## config.mk

```make
export PLATFORM = sky130hd
export DESIGN_NAME = layer_scan_ctl
export DESIGN_NICKNAME = d
export VERILOG_FILES = /design/src/rtl/layer_scan_ctl.sv
export SDC_FILE = /design/constraint.sdc
export NUM_CORES = 1
export LEC_CHECK = 0
export ABC_AREA = 1
export CAP_MARGIN = 25
export CORE_MARGIN = 2
export CORE_UTILIZATION = 45
export CTS_CLUSTER_DIAMETER = 50
export DETAILED_ROUTE_END_ITERATION = 10
export GPL_ROUTABILITY_DRIVEN = 0
export SETUP_SLACK_MARGIN = 0.2
export SYNTH_ARGS = -nofsm -noshare
export SYNTH_HDL_FRONTEND = slang
export SYNTH_SLANG_ARGS = --single-unit
```

## constraint.sdc

```tcl
create_clock -name clk_in -period 4 [get_ports clk_in]
set_input_delay 0.8 -clock clk_in [delete_from_list [all_inputs] [get_ports clk_in]]
set_output_delay 0.8 -clock clk_in [all_outputs]
set_load 0.05 [all_outputs]
```

## src/rtl/layer_scan_ctl.sv

```systemverilog
// Read-side frame scheduler: fetches 64 pixels per frame from the idle bank and starts the 8 layer
// serializers once per pixel (1-cycle RAM latency); waits on tx_done_in with no timeout, then times the latch gap.
module layer_scan_ctl #(
   parameter int RST_CYCLES = 14000,
   parameter int CNT_W      = 16
) (
   input  logic       clk_in,
   input  logic       rst_n_in,
   input  logic       frame_rdy_in,
   input  logic       tx_done_in,
   output logic       rd_en_out,
   output logic [5:0] rd_addr_out,
   output logic       bank_sel_out,
   output logic       tx_start_out,
   output logic       busy_out,
   output logic       frame_done_out
);

   typedef enum logic [2:0] {IDLE, READ, LOAD, SEND, GAP} state_t;

   localparam logic [CNT_W-1:0] GAP_LOAD = CNT_W'(RST_CYCLES - 1);

   state_t           state;
   logic             pending;
   logic [CNT_W-1:0] gap_cnt;
   logic             consume;

   assign consume = (state == IDLE) && pending;

   always_ff @(posedge clk_in or negedge rst_n_in) begin
      if (!rst_n_in) begin
         state          <= IDLE;
         pending        <= 1'b0;
         gap_cnt        <= '0;
         rd_en_out      <= 1'b0;
         rd_addr_out    <= '0;
         bank_sel_out   <= 1'b0;
         tx_start_out   <= 1'b0;
         busy_out       <= 1'b0;
         frame_done_out <= 1'b0;
      end else begin
         // A frame arriving on the consumption cycle must survive as the next frame.
         pending        <= frame_rdy_in | (pending & ~consume);
         rd_en_out      <= 1'b0;
         tx_start_out   <= 1'b0;
         frame_done_out <= 1'b0;
         case (state)
            IDLE: begin
               if (pending) begin
                  bank_sel_out <= ~bank_sel_out;
                  rd_addr_out  <= '0;
                  rd_en_out    <= 1'b1;
                  busy_out     <= 1'b1;
                  state        <= READ;
               end
            end
            READ: begin
               tx_start_out <= 1'b1;
               state        <= LOAD;
            end
            LOAD: begin
               state <= SEND;
            end
            SEND: begin
               if (tx_done_in) begin
                  if (rd_addr_out == 6'd63) begin
                     gap_cnt <= GAP_LOAD;
                     state   <= GAP;
                  end else begin
                     rd_addr_out <= rd_addr_out + 6'd1;
                     rd_en_out   <= 1'b1;
                     state       <= READ;
                  end
               end
            end
            GAP: begin
               if (gap_cnt == '0) begin
                  frame_done_out <= 1'b1;
                  busy_out       <= 1'b0;
                  state          <= IDLE;
               end else begin
                  gap_cnt <= gap_cnt - CNT_W'(1);
               end
            end
            default: begin
               state <= IDLE;
            end
         endcase
      end
   end

endmodule

```

==> reports/qor.log, run 1 <==
INFO  clock_tree     cts-resized-gates=0
INFO  floorplan      die_boundary_width=66.9um
INFO  setup_path     critical_path.top_delay_family=buffers and inverters
INFO  floorplan      rows=22
INFO  setup_path     startpoint_type=flip-flop
INFO  sta            max_freq=426MHz
INFO  finish         drive_gt1_share=9.73%
INFO  drt            ant_nets=0
INFO  sta            tightestPinTransition=0.496ns
INFO  logic_synthesis synth_area=1780um2
INFO  drt            post-route-drc-count=0
INFO  floorplan      area_inside_the_core_boundary=3740um2
INFO  finish         register_area=776um2
INFO  setup_path     cpMaxStageDelayCell=sky130_fd_sc_hd__clkdlybuf4s50_1
INFO  clock_tree     cts.root.buffer_cell=sky130_fd_sc_hd__clkbuf_8
INFO  sta            finalSetupViolCount=0
INFO  sta            post-route-min-period=2.35ns
INFO  grt            gr-usage-all-layers=19.9%
INFO  drt            routedWlPerCell=11.9um
INFO  sta            hold_viol=0
INFO  finish         layout_commonest_cell=sky130_fd_sc_hd__nand2_1
INFO  sta            period_share=58.7%
INFO  setup_path     critical_path.max_stage_delay=0.83ns
INFO  setup_path     reg2reg_from=gap_cnt[0]
INFO  setup_path     r2r.worst_path.cells=7
INFO  logic_synthesis synth-warning-count=0
INFO  sta            report.final.slew_viol_count=0
INFO  finish         antennaDiodeCount=0
INFO  logic_synthesis netlist_instances=239
INFO  grt            grt_overflow_total=0
INFO  pwr            power_density=455nW/um2
INFO  grt            grt_first_pass_wirelength=6.56mm
INFO  setup_path     cp_data_arrival_time=1.55ns
INFO  drt            met2_wirelength=1.53mm
INFO  drt            drt-initial-drc-count=68
INFO  floorplan      dieHeight=66.9um
INFO  clock_tree     clk_pin_slew=0.06ns
INFO  min_path       min_path_cells=1
INFO  grt            grt_max_degree=32
INFO  finish         multi_input_comb_area=892um2
INFO  finish         commonest_cells_after_routing_fill_and_taps_aside=sky130_fd_sc_hd__nand2_1, sky130_fd_sc_hd__nor2_1, sky130_fd_sc_hd__dfrtp_1
INFO  setup_path     cp.required=3.20ns
INFO  logic_synthesis postSynthNetCount=245
INFO  min_path       timing.hold.worst.start=state[1]
INFO  clock_tree     cts.sinks=31
INFO  place          io_buffer_count=14
INFO  clock_tree     clock_latency=0.27ns
INFO  setup_path     crit_type=flip-flop to output port
INFO  clock_tree     cts.htree.levels=2
INFO  clock_tree     cts-hold-fix-buffers=0
INFO  floorplan      floorplan.die_area=4480um2
INFO  drt            drt-total-wl=3.64mm
INFO  grt            first_global_vias=1390
INFO  grt            grt_antenna_before_repair=0
INFO  pwr            max-vdd-ir-drop=0.000374V
INFO  sta            max_slew_margin=66.8%
INFO  setup_path     crit_path_cell_trace=clkdlybuf4s50_1
INFO  clock_tree     cts_tree=yes
INFO  drt            wirelength_met1=1.94mm
INFO  outcome        status=completed
INFO  sta            fin_ws=1.65ns
INFO  logic_synthesis synthesis.area_per_instance=7.45um2
INFO  logic_synthesis postSynthRegisterBits=31
INFO  finish         nNetsFinal=264
INFO  min_path       min-delay-path-class=flip-flop to flip-flop
INFO  drt            detailroute.via_count=1477
INFO  place          post-place-cells=299
INFO  finish         layout.filler_cells=371
INFO  floorplan      ports=15
INFO  setup_path     worstPathMaxFanout=5
INFO  drt            vias_per_cell=4.84
INFO  floorplan      initial_core_util=47.6%
INFO  clock_tree     clock_buffer_count_from_cts=5
INFO  run            timing.max_cap.violations=0
INFO  place          place_ws=1.86ns
INFO  finish         finalNonFillerCells=305
INFO  drt            highest_layer=met4
INFO  setup_path     path_buf_inv=1
INFO  setup_path     worst_setup_path_end_kind=output port
INFO  sta            final.setup.tns=0ns
INFO  clock_tree     cts_buffer_depth=2
INFO  drt            detailroute.wirelength.met3=128um
INFO  setup_path     setup.worst_path.start=rd_addr_out[3]
INFO  finish         flow.area_growth_from_synthesis=14.2%
INFO  place          hpwl=2.63mm
INFO  setup_path     critical_path_depth=1
INFO  logic_synthesis synth.lib_cells_used.distinct=25
INFO  clock_tree     cts_setup_buffers=0
INFO  sta            finClkSkew=0.00584ns
INFO  sta            rsz0062_at_grt=false
INFO  drt            first_pass_iters=4
INFO  pwr            power_leakage=0.963nW
INFO  logic_synthesis synth_seq_area_share=43.5%
## where the power goes
part | switching [mW] | internal (mW) | leakage, nW
logic | 0.214 | 0.0982 | 0.540
clock network | 0.105 | 0.116 | 0.0371
registers | 0.0340 | 0.359 | 0.386
total | 0.353 | 0.573 | 0.963
## state kept, by name (all words and copies together) (netlist names)
name,count
bank_sel_out,1
busy_out,1
frame_done_out,1
gap_cnt,16
pending,1
rd_addr_out,6
rd_en_out,1
state,3
tx_start_out,1
## stage by stage
stage                     area [um2]  utilization, %  hold WS, ns  total power, mW
final                           2030            54.3        0.458            0.926
after global routing            2030            54.3        0.492            0.983
after CTS                       2030            54.3        0.465            0.938
after detailed placement        1960            52.4        0.457            0.714
after global placement          1960            52.4        0.456            0.711
after floorplan                 1780               -        0.431            0.612
## Yosys cell counts
library cell,count,share of area (%)
sky130_fd_sc_hd__nor4_1,1,0.35
sky130_fd_sc_hd__buf_2,1,0.28
sky130_fd_sc_hd__nand3b_1,3,1.3
sky130_fd_sc_hd__xnor2_1,2,0.98
sky130_fd_sc_hd__xor2_1,4,2.0
sky130_fd_sc_hd__nand2_2,6,2.1
sky130_fd_sc_hd__inv_1,23,4.8
sky130_fd_sc_hd__nand3_1,22,6.2
sky130_fd_sc_hd__o21bai_1,1,0.42
sky130_fd_sc_hd__a21oi_4,1,0.91
sky130_fd_sc_hd__and2_1,1,0.35
sky130_fd_sc_hd__dfrtp_1,31,44
sky130_fd_sc_hd__buf_6,2,1.3
sky130_fd_sc_hd__nor2_2,3,1.1
sky130_fd_sc_hd__nand4_1,3,1.1
sky130_fd_sc_hd__or2_2,2,0.70
sky130_fd_sc_hd__o21ai_0,10,2.8
sky130_fd_sc_hd__ha_1,2,1.4
sky130_fd_sc_hd__a21o_1,1,0.42
sky130_fd_sc_hd__a21oi_1,5,1.4
sky130_fd_sc_hd__nor3_1,1,0.28
sky130_fd_sc_hd__nor2_1,32,6.7
sky130_fd_sc_hd__nor2_4,3,1.9
sky130_fd_sc_hd__o21ai_2,4,2.0
sky130_fd_sc_hd__nand2_1,75,16
## area by class of cell
cell class	count	area share, %
clock buffer	6	3.57
inverter	23	4.24
multi-input combinational	182	43.8
sequential	31	38.1
tap	48	2.95
timing repair buffer	15	7.26
## logic make-up after synthesis
group	share of synthesized area [%]
flops	43.5
compound gates	7.94
xor+xnor	2.95
simple gates	37.8
buf+inv	6.39
fa+ha+maj	1.40
## final timing paths
| kind | to | slack [ns] |
|---|---|---|
| max in group asynchronous | gap_cnt[5] | 2.79 |
| min in group asynchronous | rd_addr_out[4] | 0.93 |
| max reg2reg | gap_cnt[11] | 2.11 |
| max | rd_addr_out[3] | 1.65 |
| min reg2reg | tx_start_out | 0.46 |
| min | tx_start_out | 0.46 |
## metal layers
| layer | global-route usage [%] | vias up |
|---|---|---|
| met4 | 7.65 | 0 |
| met5 | 0 | - |
| met1 | 28.3 | 664 |
| li1 | - | 791 |
| met2 | 29.1 | 20 |
| met3 | 4.56 | 2 |
No activity file was read; power rests on OpenSTA's default activity.
==> inputs of run 2 (changes only) <==
- PLACE_DENSITY: not set -> 0.67
- clock period: 4 -> 1.98 ns (I/O delays scaled with it)
==> run 2 against run 1 <==
Against the previous run:
- non-clock buffer count rose by 3
- hold slack got worse by 0.00076 ns
- clock-buffer cell count rose by 2
- utilization rose by 2.1 points
- cell count rose by 2.0%
- clock power rose to 2.5 times the previous value
- combinational power rose by 92%
- largest power group unchanged
==> reports/qor.log, run 2 (synthesis gave the netlist of run 1 again) <==
INFO  sta            finClkSkew=0.00355ns [-0.00229 ns]
INFO  grt            grt_antenna_before_repair=0 [unchanged]
INFO  floorplan      ports=15 [unchanged]
INFO  place          hpwl=2.62mm [-0.37%]
INFO  sta            tightestPinTransition=0.487ns [-0.00946 ns]
INFO  min_path       timing.hold.worst.start=state[1]
INFO  floorplan      rows=22 [unchanged]
INFO  sta            period_share=83.1%
INFO  sta            fin_ws=0.335ns [-1.32 ns]
INFO  sta            max_freq=608MHz
INFO  grt            grtUsageMet2=30.0% [+0.87 points]
INFO  clock_tree     cts_buffer_depth=2 [unchanged]
INFO  sta            max_slew_margin=67.7% [+0.86 points]
INFO  setup_path     startpoint_type=flip-flop
INFO  drt            routedWlPerCell=12.1um [+1.3%]
INFO  finish         layout.filler_cells=376 [+1.3%]
INFO  grt            grt_use_met3=4.05% [-0.51 points]
INFO  setup_path     reg2reg_from=gap_cnt[0]
INFO  setup_path     setup.worst_path.start=rd_addr_out[3]
INFO  finish         multi_input_comb_area=921um2 [+3.2%]
INFO  floorplan      area_inside_the_core_boundary=3740um2 [unchanged]
INFO  grt            first_global_vias=1497 [+7.7%]
INFO  drt            first_pass_iters=4 [unchanged]
INFO  min_path       min-delay-path-class=flip-flop to flip-flop
INFO  finish         regMostFlops=gap_cnt
INFO  finish         nNetsFinal=268 [+1.5%]
INFO  drt            ant_nets=0 [unchanged]
INFO  setup_path     worst_setup_path_end_kind=output port
INFO  run            timing.max_cap.violations=0 [unchanged]
INFO  setup_path     cpMaxStageDelayCell=sky130_fd_sc_hd__dlygate4sd2_1
INFO  pwr            max-vdd-ir-drop=0.000614V [+64%]
INFO  grt            grtUsageMet1=27.7% [-0.62 points]
INFO  finish         register_area=778um2 [+0.32%]
INFO  drt            vias_per_cell=4.96 [+2.5%]
INFO  grt            grt_overflow_total=0 [unchanged]
INFO  drt            post-route-drc-count=0 [unchanged]
INFO  clock_tree     cts.htree.levels=2 [unchanged]
INFO  pwr            power_density=922nW/um2 [+100%]
INFO  setup_path     crit_type=flip-flop to output port
INFO  pwr            power_leakage=1.03nW [+7.4%]
INFO  grt            gr-usage-all-layers=20.2% [+0.26 points]
INFO  drt            detailroute.via_count=1544 [+4.5%]
INFO  setup_path     worstPathMaxFanout=5 [unchanged]
INFO  setup_path     crit_path_cell_trace=dlygate4sd2_1
INFO  setup_path     path_buf_inv=1 [unchanged]
INFO  floorplan      die_boundary_width=66.9um [unchanged]
INFO  sta            hold_viol=0 [unchanged]
INFO  finish         antennaDiodeCount=0 [unchanged]
INFO  sta            rsz0062_at_grt=false
INFO  drt            drt-total-wl=3.76mm [+3.3%]
INFO  sta            post-route-min-period=1.65ns
INFO  place          io_buffer_count=14 [unchanged]
INFO  clock_tree     clk_pin_slew=0.06ns [about the same]
INFO  setup_path     cp.required=1.58ns [-1.62 ns]
INFO  sta            report.final.slew_viol_count=0 [unchanged]
INFO  sta            finalSetupViolCount=0 [unchanged]
INFO  finish         drive_gt1_share=14.1% [+4.3 points]
INFO  grt            grt_max_degree=32 [unchanged]
INFO  pwr            totalPowerFinal=1.95mW [+110%]
INFO  finish         commonest_cells_after_routing_fill_and_taps_aside=sky130_fd_sc_hd__nand2_1, sky130_fd_sc_hd__nor2_1, sky130_fd_sc_hd__dfrtp_1
INFO  finish         layout_commonest_cell=sky130_fd_sc_hd__nand2_1
INFO  clock_tree     cts.root.buffer_cell=sky130_fd_sc_hd__clkbuf_8
INFO  drt            drt-initial-drc-count=106 [+56%]
INFO  outcome        status=completed
INFO  setup_path     cp_data_arrival_time=1.25ns [-0.30 ns]
INFO  sta            final.hold.worst_slack=0.457ns [-0.000759 ns]
INFO  floorplan      initial_core_util=47.6% [unchanged]
INFO  finish         reg_top3=gap_cnt: 16 flops, rd_addr_out: 6 flops, state: 3 flops
INFO  finish         flow.area_growth_from_synthesis=18.6%
INFO  clock_tree     cts.sinks=31 [unchanged]
INFO  clock_tree     clock_buffer_count_from_cts=5 [unchanged]
INFO  finish         largest_register_ffs=16 [unchanged]
INFO  sta            final.setup.tns=0ns [unchanged]
INFO  setup_path     critical_path.top_delay_family=buffers and inverters
INFO  grt            grt_first_pass_wirelength=6.69mm [+2.0%]
INFO  clock_tree     clock_latency=0.29ns [+0.02 ns]
INFO  floorplan      floorplan.die_area=4480um2 [unchanged]
INFO  place          place_ws=0.149ns [-1.71 ns]
INFO  clock_tree     cts_tree=yes
INFO  setup_path     critical_path.max_stage_delay=0.55ns [-0.28 ns]
INFO  grt            grt_busiest_layer=met2
INFO  floorplan      dieHeight=66.9um [unchanged]
run 2: cell count changes in the layout (fill, tap and decap cells not counted), moves of 2 or more:
cell,change
sky130_fd_sc_hd__dfrtp_2,+2
sky130_fd_sc_hd__dfrtp_1,-2
sky130_fd_sc_hd__dlygate4sd2_1,+10
sky130_fd_sc_hd__clkdlybuf4s50_1,-11
sky130_fd_sc_hd__buf_4,+3
sky130_fd_sc_hd__clkbuf_8,+2
run 2: through the flow:
step,instances,cell area (um2),util [%]
after floorplan,239,1780,-
after global placement,300,1970,52.6
after detailed placement,300,1970,52.6
after CTS,310,2090,55.8
after global routing,311,2110,56.5
final,311,2110,56.5
run 2: power breakdown:
part	total (mW)	internal, mW	switching, mW	leakage (nW)
registers	0.795	0.728	0.0672	0.383
logic	0.599	0.161	0.438	0.599
clock network	0.553	0.317	0.236	0.0515
run 2: worst paths after layout:
check	endpoint	slack [ns]	cells after the start
max reg2reg	gap_cnt[1]	0.34	8
max in group asynchronous	rd_addr_out[0]	1.17	2
min	tx_start_out	0.46	1
min in group asynchronous	rd_addr_out[1]	0.50	2
min reg2reg	tx_start_out	0.46	1
max	rd_addr_out[3]	0.33	1
run 2: layout make-up:
type,count,area share (%)
multi-input combinational,183,43.6
sequential,31,36.8
timing repair buffer,18,7.93
clock buffer,8,4.74
inverter,23,4.09
tap,48,2.84
run 2: repair_timing:
item	CTS	global route
buffers inserted	2	0
gates cloned	0	1
hold endpoints to repair	0	0
pin swaps	1	1
hold buffers	0	0
setup endpoints to repair	17	18
gates resized for setup	11	4
run 2: per-layer routing:
metal  part of all wire [%]  routed length (um)
met5                      0                   0
met4                    2.0                  76
met3                    3.2                 121
met2                     44                1650
met1                     51                1900
==> inputs of run 3 (changes only) <==
- clock period: 1.98 -> 1.5 ns (I/O delays scaled with it)
==> run 3 against run 2 <==
Against the previous run:
- the run now ends with negative setup slack left
- clock-buffer cell count shrank 2
- utilization grew 23 points
- die area is the same
- via count grew 28%
- combinational power grew 120%
- final area grew 41%
- non-clock buffer count grew 52
- total power grew 69%
- critical path depth grew 8
- clock power grew 56%
- largest power group is now combinational logic
==> reports/qor.log, run 3 (synthesis gave the netlist of run 1 again) <==
INFO  floorplan      die_boundary_width=66.9um [unchanged]
INFO  finish         reg_top3=gap_cnt: 16 flops, rd_addr_out: 6 flops, state: 3 flops
INFO  floorplan      floorplan.die_area=4480um2 [unchanged]
INFO  setup_path     cpMaxStageDelayCell=sky130_fd_sc_hd__dfrtp_1
INFO  outcome        status=finished with violations
INFO  setup_path     worst_setup_path_end_kind=flip-flop
INFO  clock_tree     cts.root.buffer_cell=sky130_fd_sc_hd__clkbuf_8
INFO  place          io_buffer_count=14 [unchanged]
INFO  finish         largest_register_ffs=16 [unchanged]
INFO  sta            finClkSkew=0.00866ns [+0.00511 ns]
INFO  pwr            totalPowerFinal=3.29mW [+69%]
INFO  finish         regMostFlops=gap_cnt
INFO  finish         layout_commonest_cell=sky130_fd_sc_hd__nand2_1
INFO  sta            tightestPinTransition=0.240ns [-0.247 ns]
INFO  place          hpwl=2.89mm [+11%]
INFO  pwr            max-vdd-ir-drop=0.000976V [+59%]
INFO  setup_path     reg2reg_from=gap_cnt[6]
INFO  grt            grt_overflow_total=0 [unchanged]
INFO  sta            finalSetupViolCount=15 [+15]
INFO  sta            final.hold.worst_slack=0.374ns [-0.0835 ns]
INFO  floorplan      ports=15 [unchanged]
INFO  drt            ant_nets=0 [unchanged]
INFO  sta            fin_ws=-0.0475ns [-0.382 ns]
INFO  drt            post-route-drc-count=0 [unchanged]
INFO  grt            gr-usage-all-layers=25.6% [+5.4 points]
INFO  setup_path     regToRegSetupSlack=-0.05ns [-0.39 ns]
INFO  outcome        failed_checks=negative setup slack
INFO  clock_tree     cts.htree.levels=2 [unchanged]
INFO  sta            report.final.slew_viol_count=0 [unchanged]
INFO  grt            first_global_vias=1743 [+16%]
INFO  setup_path     cp.required=1.72ns [+0.14 ns]
INFO  grt            grt_first_pass_wirelength=8.37mm [+25%]
INFO  clock_tree     clk_pin_slew=0.07ns [about the same]
INFO  sta            period_share=103%
INFO  setup_path     r2r.worst_path.cells=9 [+1]
INFO  setup_path     critical_path.max_stage_delay=0.43ns [-0.12 ns]
INFO  setup_path     timing.rr.end=gap_cnt[10]
INFO  finish         postLayoutCellArea=2990um2 [+41%]
INFO  pwr            power_density=1100nW/um2 [+19%]
INFO  setup_path     timing.critical_path.mode_cell=sky130_fd_sc_hd__nand2_1
INFO  floorplan      dieHeight=66.9um [unchanged]
INFO  setup_path     crit_type=flip-flop to flip-flop
INFO  drt            first_pass_iters=4 [unchanged]
INFO  floorplan      initial_core_util=47.6% [unchanged]
INFO  drt            vias_per_cell=5.42 [+9.3%]
INFO  place          placedInstanceArea=2310um2 [+18%]
INFO  pwr            power_leakage=1.42nW [+37%]
INFO  drt            drt-initial-drc-count=203 [+92%]
INFO  setup_path     crit_path_cell_trace=nor2_2, nand2_2, nor2_4, nand2_4, a21oi_4, buf_6, buf_12, nand2_1, nand2_1
INFO  sta            max_freq=646MHz
INFO  finish         layout.filler_cells=220 [-41%]
INFO  clock_tree     cts_buffer_depth=2 [unchanged]
INFO  run            timing.max_cap.violations=0 [unchanged]
INFO  floorplan      rows=22 [unchanged]
INFO  grt            grt_antenna_before_repair=0 [unchanged]
INFO  floorplan      area_inside_the_core_boundary=3740um2 [unchanged]
INFO  setup_path     worstPathMaxFanout=8 [+3]
INFO  sta            post-route-min-period=1.55ns
INFO  sta            rsz0062_at_grt=true
INFO  finish         antennaDiodeCount=0 [unchanged]
INFO  finish         flow.area_growth_from_synthesis=67.7%
INFO  finish         nNetsFinal=320 [+19%]
INFO  min_path       min-delay-path-class=input pin to asynchronous set/reset pin
INFO  setup_path     cp_data_arrival_time=1.77ns [+0.52 ns]
INFO  clock_tree     clock_buffer_count_from_cts=5 [unchanged]
INFO  finish         commonest_cells_after_routing_fill_and_taps_aside=sky130_fd_sc_hd__nand2_1, sky130_fd_sc_hd__buf_4, sky130_fd_sc_hd__dfrtp_1
INFO  setup_path     critPathCapture=gap_cnt[10]
INFO  drt            drt-total-wl=5.81mm [+55%]
INFO  drt            detailroute.via_count=1969 [+28%]
INFO  clock_tree     clock_latency=0.29ns [about the same]
INFO  sta            max_slew_margin=84.0% [+16 points]
INFO  grt            grt_max_degree=32 [unchanged]
INFO  sta            hold_viol=0 [unchanged]
INFO  drt            routedWlPerCell=16.0um [+33%]
INFO  finish         drive_gt1_share=46.0% [+32 points]
INFO  clock_tree     cts_tree=yes
INFO  setup_path     setup.worst_path.start=gap_cnt[6]
INFO  clock_tree     cts.sinks=31 [unchanged]
INFO  setup_path     startpoint_type=flip-flop
==> run 3: changes by cell type in the layout (fill, tap and decap cells not counted), moves of 6 or more <==
cell | previous run | this run
sky130_fd_sc_hd__nor2_1 | 31 | 17
sky130_fd_sc_hd__nand2_1 | 74 | 61
sky130_fd_sc_hd__buf_12 | 1 | 15
sky130_fd_sc_hd__buf_6 | 0 | 8
sky130_fd_sc_hd__dlygate4sd2_1 | 10 | 0
sky130_fd_sc_hd__o21ai_0 | 10 | 4
sky130_fd_sc_hd__nor2_2 | 4 | 11
sky130_fd_sc_hd__buf_4 | 4 | 43
sky130_fd_sc_hd__nor2_4 | 3 | 10
sky130_fd_sc_hd__nand2_4 | 1 | 9
==> run 3: final cells by class <==
class                   count  area [um2]  share of cell area [%]
multi-input cells         183        1170                    39.1
flip-flops and latches     31         782                    26.2
clock inverters             2        35.0                    1.17
clock buffers               6        82.6                    2.76
inverters                  23        88.8                    2.97
well taps                  48        60.1                    2.01
repair buffers             70         771                    25.8
==> run 3: worst min-delay path by stage <==
stage,endpoint,slack (ns),cells after the start
2_1_floorplan,bank_sel_out,0.004,0
3_3_place_gp,tx_start_out,0.46,1
3_5_place_dp,tx_start_out,0.46,1
4_1_cts,rd_en_out,0.39,2
5_1_grt,gap_cnt[5],0.39,2
6_report,gap_cnt[6],0.37,2
==> run 3: routing by layer <==
| metal | GRT usage (%) | vias up | part of all wire [%] |
|---|---|---|---|
| li1 | - | 910 | - |
| met1 | 32.7 | 937 | 40 |
| met2 | 42.3 | 97 | 50 |
| met3 | 5.24 | 25 | 7.2 |
| met4 | 10.2 | 0 | 3.3 |
| met5 | 0 | - | 0 |
==> run 3: repair_timing <==
item	in CTS	in global routing
cloned	2	0
setup buffers	24	9
endpoints found under the setup margin	28	33
hold buffers	0	0
resized for setup	33	34
pin swaps	17	11
==> run 3: critical path, delay by kind of cell (launching register included) <==
kind | cells | cell delay [ns]
compound gates | 1 | 0.17
buf+inv | 2 | 0.25
flops | 1 | 0.43
simple gates | 6 | 0.62
==> run 3: report_power, final <==
group          internal (mW)  switching, mW  total (mW)
registers              0.964          0.131        1.10
clock network          0.537          0.325       0.862
logic                  0.597          0.732        1.33
total                   2.10           1.19        3.29
==> run 3: per-stage QoR <==
stage / TNS (ns) / setup slack (ns) / util, % / cells
floorplan: -1.36 / -0.119 / - / 239
global placement: 0 / 0.0112 / 61.8 / 320
detailed placement: -0.0155 / -0.0155 / 61.8 / 320
CTS: 0 / 0.0575 / 73.9 / 354
global route: -1.63 / -0.127 / 79.8 / 363
finish: -0.489 / -0.0475 / 79.8 / 363
